**src/rtl/bsr_pkg.sv**
```systemverilog
// bsr_pkg: shared types and helpers for the multi-chain boundary-scan register bank.
package bsr_pkg;

   typedef enum logic [1:0] {ACT_NONE, ACT_CAPTURE, ACT_SHIFT, ACT_UPDATE} act_e;

   // Counter width: enough to hold WIDTH+1 shifts before saturating.
   function automatic int cnt_width(input int width);
      return $clog2(width + 2);
   endfunction

   function automatic logic onehot(input logic [63:0] v);
      return (v != '0) && ((v & (v - 64'd1)) == '0);
   endfunction

endpackage

```
**src/rtl/bsr_chain.sv**
```systemverilog
// bsr_chain: one WIDTH-bit boundary-scan shift/update register pair with output select.
module bsr_chain
   import bsr_pkg::*;
#(
   parameter int WIDTH = 32
) (
   input  logic             iTCK,
   input  logic             iTRST_n,
   input  act_e             act_i,
   input  logic             tdi_i,
   input  logic             ctrl_en_i,
   input  logic [WIDTH-1:0] data_i,
   output logic [WIDTH-1:0] data_o,
   output logic             sr0_o
);

   logic [WIDTH-1:0] sr_q, sr_d, ur_q, ur_d;

   always_comb begin
      sr_d = act_i == ACT_CAPTURE ? data_i :
             act_i == ACT_SHIFT   ? {tdi_i, sr_q[WIDTH-1:1]} : sr_q;
      ur_d = act_i == ACT_UPDATE  ? sr_q : ur_q;
   end

   always_ff @(posedge iTCK or negedge iTRST_n) begin
      if (!iTRST_n) begin
         sr_q <= '0;
         ur_q <= '0;
      end else begin
         sr_q <= sr_d;
         ur_q <= ur_d;
      end
   end

   assign data_o = ctrl_en_i ? ur_q : data_i;
   assign sr0_o  = sr_q[0];

endmodule

```
**src/rtl/bsr_multichain.sv**
```systemverilog
// bsr_multichain: NCHAN-chain boundary-scan bank with bypass, sticky select error and
// shift-count telemetry (counter present only when BSR_SHIFT_CNT_EN is defined).
module bsr_multichain
   import bsr_pkg::*;
#(
   parameter int               NCHAN     = 4,
   parameter int               WIDTH     = 32,
   parameter logic [NCHAN-1:0] CTRL_MASK = {NCHAN{1'b1}},
   localparam int              CW        = cnt_width(WIDTH)
) (
   input  logic                   iTCK,
   input  logic                   iTRST_n,
   input  logic [NCHAN-1:0]       iSel,
   input  logic                   iShiftDR,
   input  logic                   iCaptureDR,
   input  logic                   iUpdateDR,
   input  logic                   iMode,
   input  logic                   iTDI,
   output logic                   oTDO,
   input  logic [NCHAN*WIDTH-1:0] iData,
   output logic [NCHAN*WIDTH-1:0] oData,
   output logic                   oSelErr,
   output logic [CW-1:0]          oShiftCnt
);

   localparam int SW = NCHAN > 1 ? $clog2(NCHAN) : 1;

   logic             valid;
   logic [SW-1:0]    vsel;
   logic [NCHAN-1:0] sr0;
   act_e             act;
   logic             byp_q, byp_d, err_q, err_d;

   assign valid = onehot(64'(iSel));
   assign act   = iCaptureDR ? ACT_CAPTURE :
                  iShiftDR   ? ACT_SHIFT   :
                  iUpdateDR  ? ACT_UPDATE  : ACT_NONE;

   always_comb begin
      vsel = '0;
      for (int i = 0; i < NCHAN; i++)
         if (iSel[i]) vsel = SW'(i);
   end

   genvar c;
   generate
      for (c = 0; c < NCHAN; c++) begin : g_chain
         bsr_chain #(.WIDTH(WIDTH)) u_chain (
            .iTCK      (iTCK),
            .iTRST_n   (iTRST_n),
            .act_i     ((valid && iSel[c]) ? act : ACT_NONE),
            .tdi_i     (iTDI),
            .ctrl_en_i (iMode & CTRL_MASK[c]),
            .data_i    (iData[c*WIDTH +: WIDTH]),
            .data_o    (oData[c*WIDTH +: WIDTH]),
            .sr0_o     (sr0[c])
         );
      end
   endgenerate

   // The bypass bit and error flag only react while the select is invalid,
   // except that a valid capture clears the error.
   always_comb begin
      byp_d = !valid && act == ACT_CAPTURE ? 1'b0 :
              !valid && act == ACT_SHIFT   ? iTDI : byp_q;
      err_d = valid && act == ACT_CAPTURE  ? 1'b0 :
              !valid && act == ACT_SHIFT   ? 1'b1 : err_q;
   end

   always_ff @(posedge iTCK or negedge iTRST_n) begin
      if (!iTRST_n) begin
         byp_q <= 1'b0;
         err_q <= 1'b0;
      end else begin
         byp_q <= byp_d;
         err_q <= err_d;
      end
   end

   assign oTDO    = valid ? sr0[vsel] : byp_q;
   assign oSelErr = err_q;

`ifdef BSR_SHIFT_CNT_EN
   logic [CW-1:0] cnt_q, cnt_d;

   always_comb begin
      cnt_d = act == ACT_CAPTURE                  ? '0 :
              act == ACT_SHIFT && cnt_q != '1     ? cnt_q + 1'b1 : cnt_q;
   end

   always_ff @(posedge iTCK or negedge iTRST_n) begin
      if (!iTRST_n) cnt_q <= '0;
      else          cnt_q <= cnt_d;
   end

   assign oShiftCnt = cnt_q;
`else
   assign oShiftCnt = '0;
`endif

endmodule

```
**config.mk**
```make
export PLATFORM = sky130hd
export DESIGN_NAME = bsr_multichain
export DESIGN_NICKNAME = d
export VERILOG_FILES = /design/src/rtl/bsr_pkg.sv /design/src/rtl/bsr_chain.sv /design/src/rtl/bsr_multichain.sv
export SDC_FILE = /design/constraint.sdc
export NUM_CORES = 1
export LEC_CHECK = 0
export ABC_AREA = 1
export CORE_MARGIN = 4
export CORE_UTILIZATION = 50
export CTS_CLUSTER_DIAMETER = 100
export CTS_CLUSTER_SIZE = 16
export DETAILED_ROUTE_END_ITERATION = 6
export GPL_TIMING_DRIVEN = 0
export PLACE_DENSITY = 0.78
export REMOVE_ABC_BUFFERS = 1
export SYNTH_ARGS = -nofsm -noshare
export SYNTH_HDL_FRONTEND = slang
export SYNTH_HIERARCHICAL = 1
export SYNTH_SLANG_ARGS = --single-unit
```
**constraint.sdc**
```tcl
create_clock -name iTCK -period 2 [get_ports iTCK]
set_clock_uncertainty 0.15 [all_clocks]
set_input_delay 0.3 -clock iTCK [delete_from_list [all_inputs] [get_ports iTCK]]
set_output_delay 0.3 -clock iTCK [all_outputs]
set_load 0.005 [all_outputs]
```
==> results.sh, run 1 <==
export IMPL_run_status="finished clean"
export IMPL_die_w_um=173
export IMPL_timing_hold_violations_final=0
export IMPL_grt_max_degree=118
export IMPL_cts_root_buf="clkbuf_16"
export IMPL_power_density_mw_per_mm2=980
export IMPL_rows=60
export IMPL_leakage_nw=9.80
export IMPL_start_kind="flop"
export IMPL_ir_drop_mv=0.565
export IMPL_drcViolationCount=0
export IMPL_place_ws_ns=-1.91
export IMPL_fmax_mhz=505
export IMPL_antenna_found_initial=5
export IMPL_via_per_inst=5.15
export IMPL_post_place_cells=2362
export IMPL_cp_max_fo=3
export IMPL_max_cap_violations=0
export IMPL_timing_worst_setup_path_type="flop to output port"
export IMPL_numPortBuffers=268
export IMPL_pin_count=275
export IMPL_stdcell_count=2430
export IMPL_clock_path_buffers=3
export IMPL_clock_sinks=258
export IMPL_grt_pass1_vias=12061
export IMPL_dr_pass1_iters=6
export IMPL_areaGrowthSynthToFinish_pct=28.9
export IMPL_grt_overflow=0
export IMPL_start_util_pct=50.7
export IMPL_numCtsBuffers=20
export IMPL_drive_above_1_share_pct=5.60
export IMPL_grt_first_pass_wirelength_um=60500
export IMPL_critPathCaptureType="output port"
export IMPL_gp_congestion=0.831
export IMPL_routed_wl_um=38500
export IMPL_post_route_min_period_ns=1.98
export IMPL_report_final_slew_viol_count=0
export IMPL_synth_cell_area_mm2=0.0136
export IMPL_final_setup_viol_count=0
export IMPL_final_nets=2235
export IMPL_ys_seq_elements=258
export IMPL_clk_latency_ns=0.51
export IMPL_utilization_pct=65.3
export IMPL_syn_inst=1860
export IMPL_max_slew_worst_pin_slew_ns=0.648
export IMPL_p_total_mw=17.2
export IMPL_synth_distinct_cells=19
export IMPL_hp_class="primary input to asynchronous set/reset pin"
export IMPL_syn_area_per_cell_um2=7.30
export IMPL_die_y_um=173
export IMPL_mostFrequentLayoutCell="nand2_1"
export IMPL_finalHoldWorstSlack_ns=0.0786
export IMPL_worst_endpoint_required_ns=1.55
export IMPL_ant_nets=0
export IMPL_vias=12506
export IMPL_reg2reg_slack_ns=1.05
export IMPL_dp_final_hpwl_um=21700
export IMPL_yosys_warnings=6
export IMPL_crit_arrival_ns=1.53
export IMPL_coreArea_mm2=0.0268
export IMPL_h_tree_depth=1
export IMPL_final_cell_mix="nand2_1, inv_1, dfrtp_1, clkdlybuf4s50_1, nor2_1"
export IMPL_dieArea_mm2=0.0299
export IMPL_cts_reportedPaths_clkPinSlew_ns=0.07
export IMPL_routedWlPerCell_um=15.8
export IMPL_seq_area_frac_synth_pct=47.6
export IMPL_num_fill_cells=2320
export IMPL_drt_iter0_drc=990
export IMPL_slew_limit_headroom_pct=56.8
export IMPL_worst_slack_ns=0.0186
export IMPL_grt_total_usage_pct=23.9
export IMPL_post_route_period_util_pct=99.1
export IMPL_cts_tree="done"
[critical path, cell delays in order (launching register included)]
cell,delay [ns]
dfrtp_1,0.42
o21a_1,0.22
nand2_1,0.07
nand2_1,0.05
nand2_1,0.06
nand2_1,0.06
buf_4,0.15
[repair_timing]
item | CTS | global route
endpoints found under the setup margin | 367 | 304
buffers inserted | 26 | 8
cloned | 4 | 6
hold buffers | 1 | 0
pin swaps | 9 | 7
hold endpoints to repair | 258 | 0
resized for setup | 144 | 88
[per-stage QoR]
stage                     setup TNS, ns  area [µm²]
after floorplan                 -129.20       12600
after global placement         -3968.75       15800
after detailed placement        -354.68       15900
after CTS                             0       17000
after global routing            -0.0506       17500
final                                 0       17500
[flip-flops by register name, indices dropped and copies added (netlist names)]
register	flops
g_chain.u_chain/ur_q	128
byp_q	1
g_chain.u_chain/sr_q	128
oSelErr	1
[kinds of logic (layout without fill, tap and decap cells)]
| family | Yosys count | count (layout) | share of synthesized area [%] |
|---|---|---|---|
| AOI/OAI and AO/OA | 263 | 263 | 9.74 |
| buffers and inverters | 402 | 624 | 14.9 |
| other | 1 | 7 | 0.0276 |
| and+or+nand+nor | 928 | 929 | 27.0 |
| DFF | 258 | 258 | 47.6 |
| adders and majority gates | 8 | 8 | 0.737 |
[where the power goes]
group | internal, mW | leakage [nW] | total (mW) | switching (mW)
Combinational | 2.38 | 6.22 | 5.37 | 2.99
Sequential | 7.08 | 3.31 | 8.09 | 1.01
Clock | 1.88 | 0.266 | 3.70 | 1.82
Total | 11.3 | 9.80 | 17.2 | 5.82
[final timing paths]
| check | startpoint | end | cells past startpoint |
|---|---|---|---|
| setup / recovery | g_chain[3].u_chain/sr_q[0] | oTDO | 6 |
| hold / removal | iTRST_n | g_chain[0].u_chain/sr_q[24] | 2 |
| setup reg to reg | g_chain[1].u_chain/sr_q[4] | g_chain[1].u_chain/sr_q[3] | 4 |
| hold reg to reg | g_chain[1].u_chain/sr_q[17] | g_chain[1].u_chain/sr_q[17] | 2 |
| max in group asynchronous | iTRST_n | g_chain[1].u_chain/ur_q[25] | 3 |
| min in group iTCK | iData[57] | g_chain[1].u_chain/sr_q[25] | 5 |
[cell usage after synthesis, drive strengths merged]
| master | n | area, µm² |
|---|---|---|
| nand2 | 662 | 2500 |
| inv | 283 | 1070 |
| dfrtp | 258 | 6460 |
| o21ai | 133 | 666 |
| nor2 | 130 | 488 |
| a21oi | 129 | 649 |
| nand3 | 128 | 641 |
| buf | 119 | 952 |
| ha | 8 | 100 |
| nor3 | 8 | 40.0 |
| conb | 1 | 3.75 |
| o21a | 1 | 7.51 |
[area by class of cell]
cell class,instances,area [µm²],area share (%)
clock buffers,21,526,3.00
flip-flops and latches,258,6460,36.9
repair buffers,317,3530,20.2
inverters,283,1140,6.54
repair inverters,2,17.5,0.100
diodes,1,2.50,0.0143
clock inverters,1,16.3,0.0929
well taps,341,427,2.44
multi-input cells,1206,5380,30.8
[routing by layer]
layer / vias to the layer above / wire, µm / global-route usage, %
met5: - / 46 / 0
met4: 6 / 1060 / 6.88
met3: 92 / 2640 / 4.07
met2: 466 / 18200 / 39.6
met1: 5879 / 16500 / 32.7
li1: 6063 / - / -
(Power assumes the default switching activity.)
==> run 2: changes to the inputs <==
--- a/config.mk
+++ b/config.mk
@@ -8,7 +8,6 @@
 export ABC_AREA = 1
 export CORE_MARGIN = 4
 export CORE_UTILIZATION = 50
-export CTS_CLUSTER_DIAMETER = 100
 export CTS_CLUSTER_SIZE = 16
 export DETAILED_ROUTE_END_ITERATION = 6
 export GPL_TIMING_DRIVEN = 0
==> run 2 against run 1 <==
Net effect: worst setup slack better by 0.017 ns; worst hold slack got worse by 0.029 ns; sequential power barely moved; first-iteration DRC count is 4.1% higher; fmax rose by 0.89%; utilization increased by 0.78 points; final area is 1.2% higher; routed wire length is 0.49% lower.
==> results.sh, run 2 (same netlist as run 1, synthesis figures left out) <==
export IMPL_grt_overflow=0
export IMPL_timing_hold_violations_final=0
export IMPL_final_nets=2240
export IMPL_clk_latency_ns=0.54
export IMPL_dp_final_hpwl_um=21700
export IMPL_multi_input_area_mm2=0.00537
export IMPL_via_per_inst=5.12
export IMPL_post_route_min_period_ns=1.96
export IMPL_drt_iter0_drc=1031
export IMPL_numPortBuffers=268
export IMPL_finalInstanceArea_mm2=0.0177
export IMPL_slew_limit_headroom_pct=56.6
export IMPL_cts_reportedPaths_clkPinSlew_ns=0.06
export IMPL_max_slew_worst_pin_slew_ns=0.651
export IMPL_antenna_found_initial=5
export IMPL_report_final_slew_viol_count=0
export IMPL_ant_nets=0
export IMPL_setup_worst_path_end="oTDO"
export IMPL_grt_max_degree=118
export IMPL_num_fill_cells=2303
export IMPL_leakage_nw=9.61
export IMPL_gp_congestion=0.831
export IMPL_final_cell_mix="nand2_1, inv_1, dfrtp_1, clkdlybuf4s50_1"
export IMPL_critPathCaptureType="output port"
export IMPL_reg2reg_slack_ns=1.06
export IMPL_dieArea_mm2=0.0299
export IMPL_grt_pass1_vias=12359
export IMPL_start_kind="flop"
export IMPL_cts_tree="done"
export IMPL_pin_count=275
export IMPL_fmax_mhz=509
export IMPL_mostFrequentLayoutCell="nand2_1"
export IMPL_power_density_mw_per_mm2=1080
export IMPL_rows=60
export IMPL_final_setup_viol_count=0
export IMPL_max_cap_violations=0
export IMPL_routed_wl_um=38300
export IMPL_timing_worst_setup_path_type="flop to output port"
export IMPL_routedWlPerCell_um=15.6
export IMPL_clock_sinks=258
export IMPL_rsz0062_at_grt="true"
export IMPL_placed_cell_area_mm2=0.0159
export IMPL_final_setup_tns_ns=0
export IMPL_r2r_end="g_chain[0].u_chain/sr_q[19]"
export IMPL_numCtsBuffers=28
export IMPL_r2r_start="g_chain[0].u_chain/sr_q[20]"
export IMPL_run_status="finished clean"
export IMPL_die_w_um=173
export IMPL_reg2regPathDepth=4
export IMPL_drive_above_1_share_pct=6.62
export IMPL_worst_endpoint_required_ns=1.55
export IMPL_post_route_period_util_pct=98.2
export IMPL_h_tree_depth=1
export IMPL_ir_drop_mv=0.793
export IMPL_crit_arrival_ns=1.51
export IMPL_dr_pass1_iters=5
export IMPL_cts_root_buf="clkbuf_16"
export IMPL_start_util_pct=50.7
export IMPL_clock_path_buffers=3
export IMPL_cp_max_fo=3
export IMPL_hp_class="primary input to asynchronous set/reset pin"
export IMPL_finalHoldWorstSlack_ns=0.0491
export IMPL_coreArea_mm2=0.0268
export IMPL_grt_total_usage_pct=24.5
export IMPL_final_seq_area_mm2=0.00646
export IMPL_drcViolationCount=0
export IMPL_grt_first_pass_wirelength_um=61700
export IMPL_die_y_um=173
export IMPL_top_regs="g_chain.u_chain/sr_q (128), g_chain.u_chain/ur_q (128)"
export IMPL_areaGrowthSynthToFinish_pct=30.5
export IMPL_crit_path_start="g_chain[1].u_chain/sr_q[0]"
export IMPL_vias=12575
run 2: per-layer routing:
layer | track usage, % | part of all wire (%) | vias to the layer above
li1 | - | - | 6097
met1 | 33.1 | 43 | 5928
met2 | 40.8 | 48 | 450
met3 | 3.96 | 6.3 | 94
met4 | 7.75 | 2.8 | 6
met5 | 0 | 0.11 | -
run 2: through the flow:
step | util, % | power [mW] | setup slack (ns) | std cells
floorplan | - | 11.1 | -0.619 | 1746
global placement | 58.8 | 13.2 | -10.63 | 2355
detailed placement | 59.5 | 13.4 | -1.91 | 2362
CTS | 65.1 | 19.2 | 0.000928 | 2447
global route | 66.1 | 20.5 | -0.0290 | 2457
finish | 66.1 | 19.1 | 0.0361 | 2457
run 2: how the worst min path moves through the flow:
| stage | startpoint | end | slack [ns] | depth (start not counted) |
|---|---|---|---|---|
| finish | iTRST_n | g_chain[0].u_chain/sr_q[9] | 0.05 | 2 |
| CTS | iTRST_n | g_chain[0].u_chain/sr_q[9] | 0.04 | 2 |
| floorplan | iTRST_n | byp_q | -0.15 | 0 |
| detailed placement | iTRST_n | g_chain[0].u_chain/ur_q[10] | 0.02 | 1 |
| global route | iTRST_n | g_chain[0].u_chain/ur_q[10] | 0.08 | 2 |
| global placement | g_chain[3].u_chain/sr_q[1] | g_chain[3].u_chain/sr_q[1] | 0.31 | 2 |
run 2: area by class of cell:
class / instances / share of cell area, %
Timing Repair inverter: 1 / 0.0636
Multi-Input combinational cell: 1206 / 30.3
Clock buffer: 38 / 4.57
Sequential cell: 258 / 36.5
Inverter: 283 / 6.48
Tap cell: 341 / 2.41
Antenna cell: 1 / 0.0141
Clock inverter: 14 / 1.27
Timing Repair Buffer: 315 / 18.4
run 2: where the power goes:
group / switching, mW / internal (mW)
clock: 2.14 / 3.60
combinational: 2.98 / 2.28
sequential: 1.01 / 7.09
total: 6.14 / 13.0
run 2: critical path, cell delays in order (launching register included):
cell	delay, ns
dfrtp_1	0.41
nor2_1	0.16
nor2_1	0.06
nand2_1	0.06
nand2_1	0.06
nand2_1	0.07
nand2_2	0.05
buf_6	0.12
run 2: what timing repair did:
item	4_1_cts	5_1_grt
hold buffers	1	0
pin swaps	9	9
gates cloned	4	2
endpoints found under the hold margin	258	0
gates resized for setup	178	35
endpoints found under the setup margin	368	253
buffers inserted	28	7
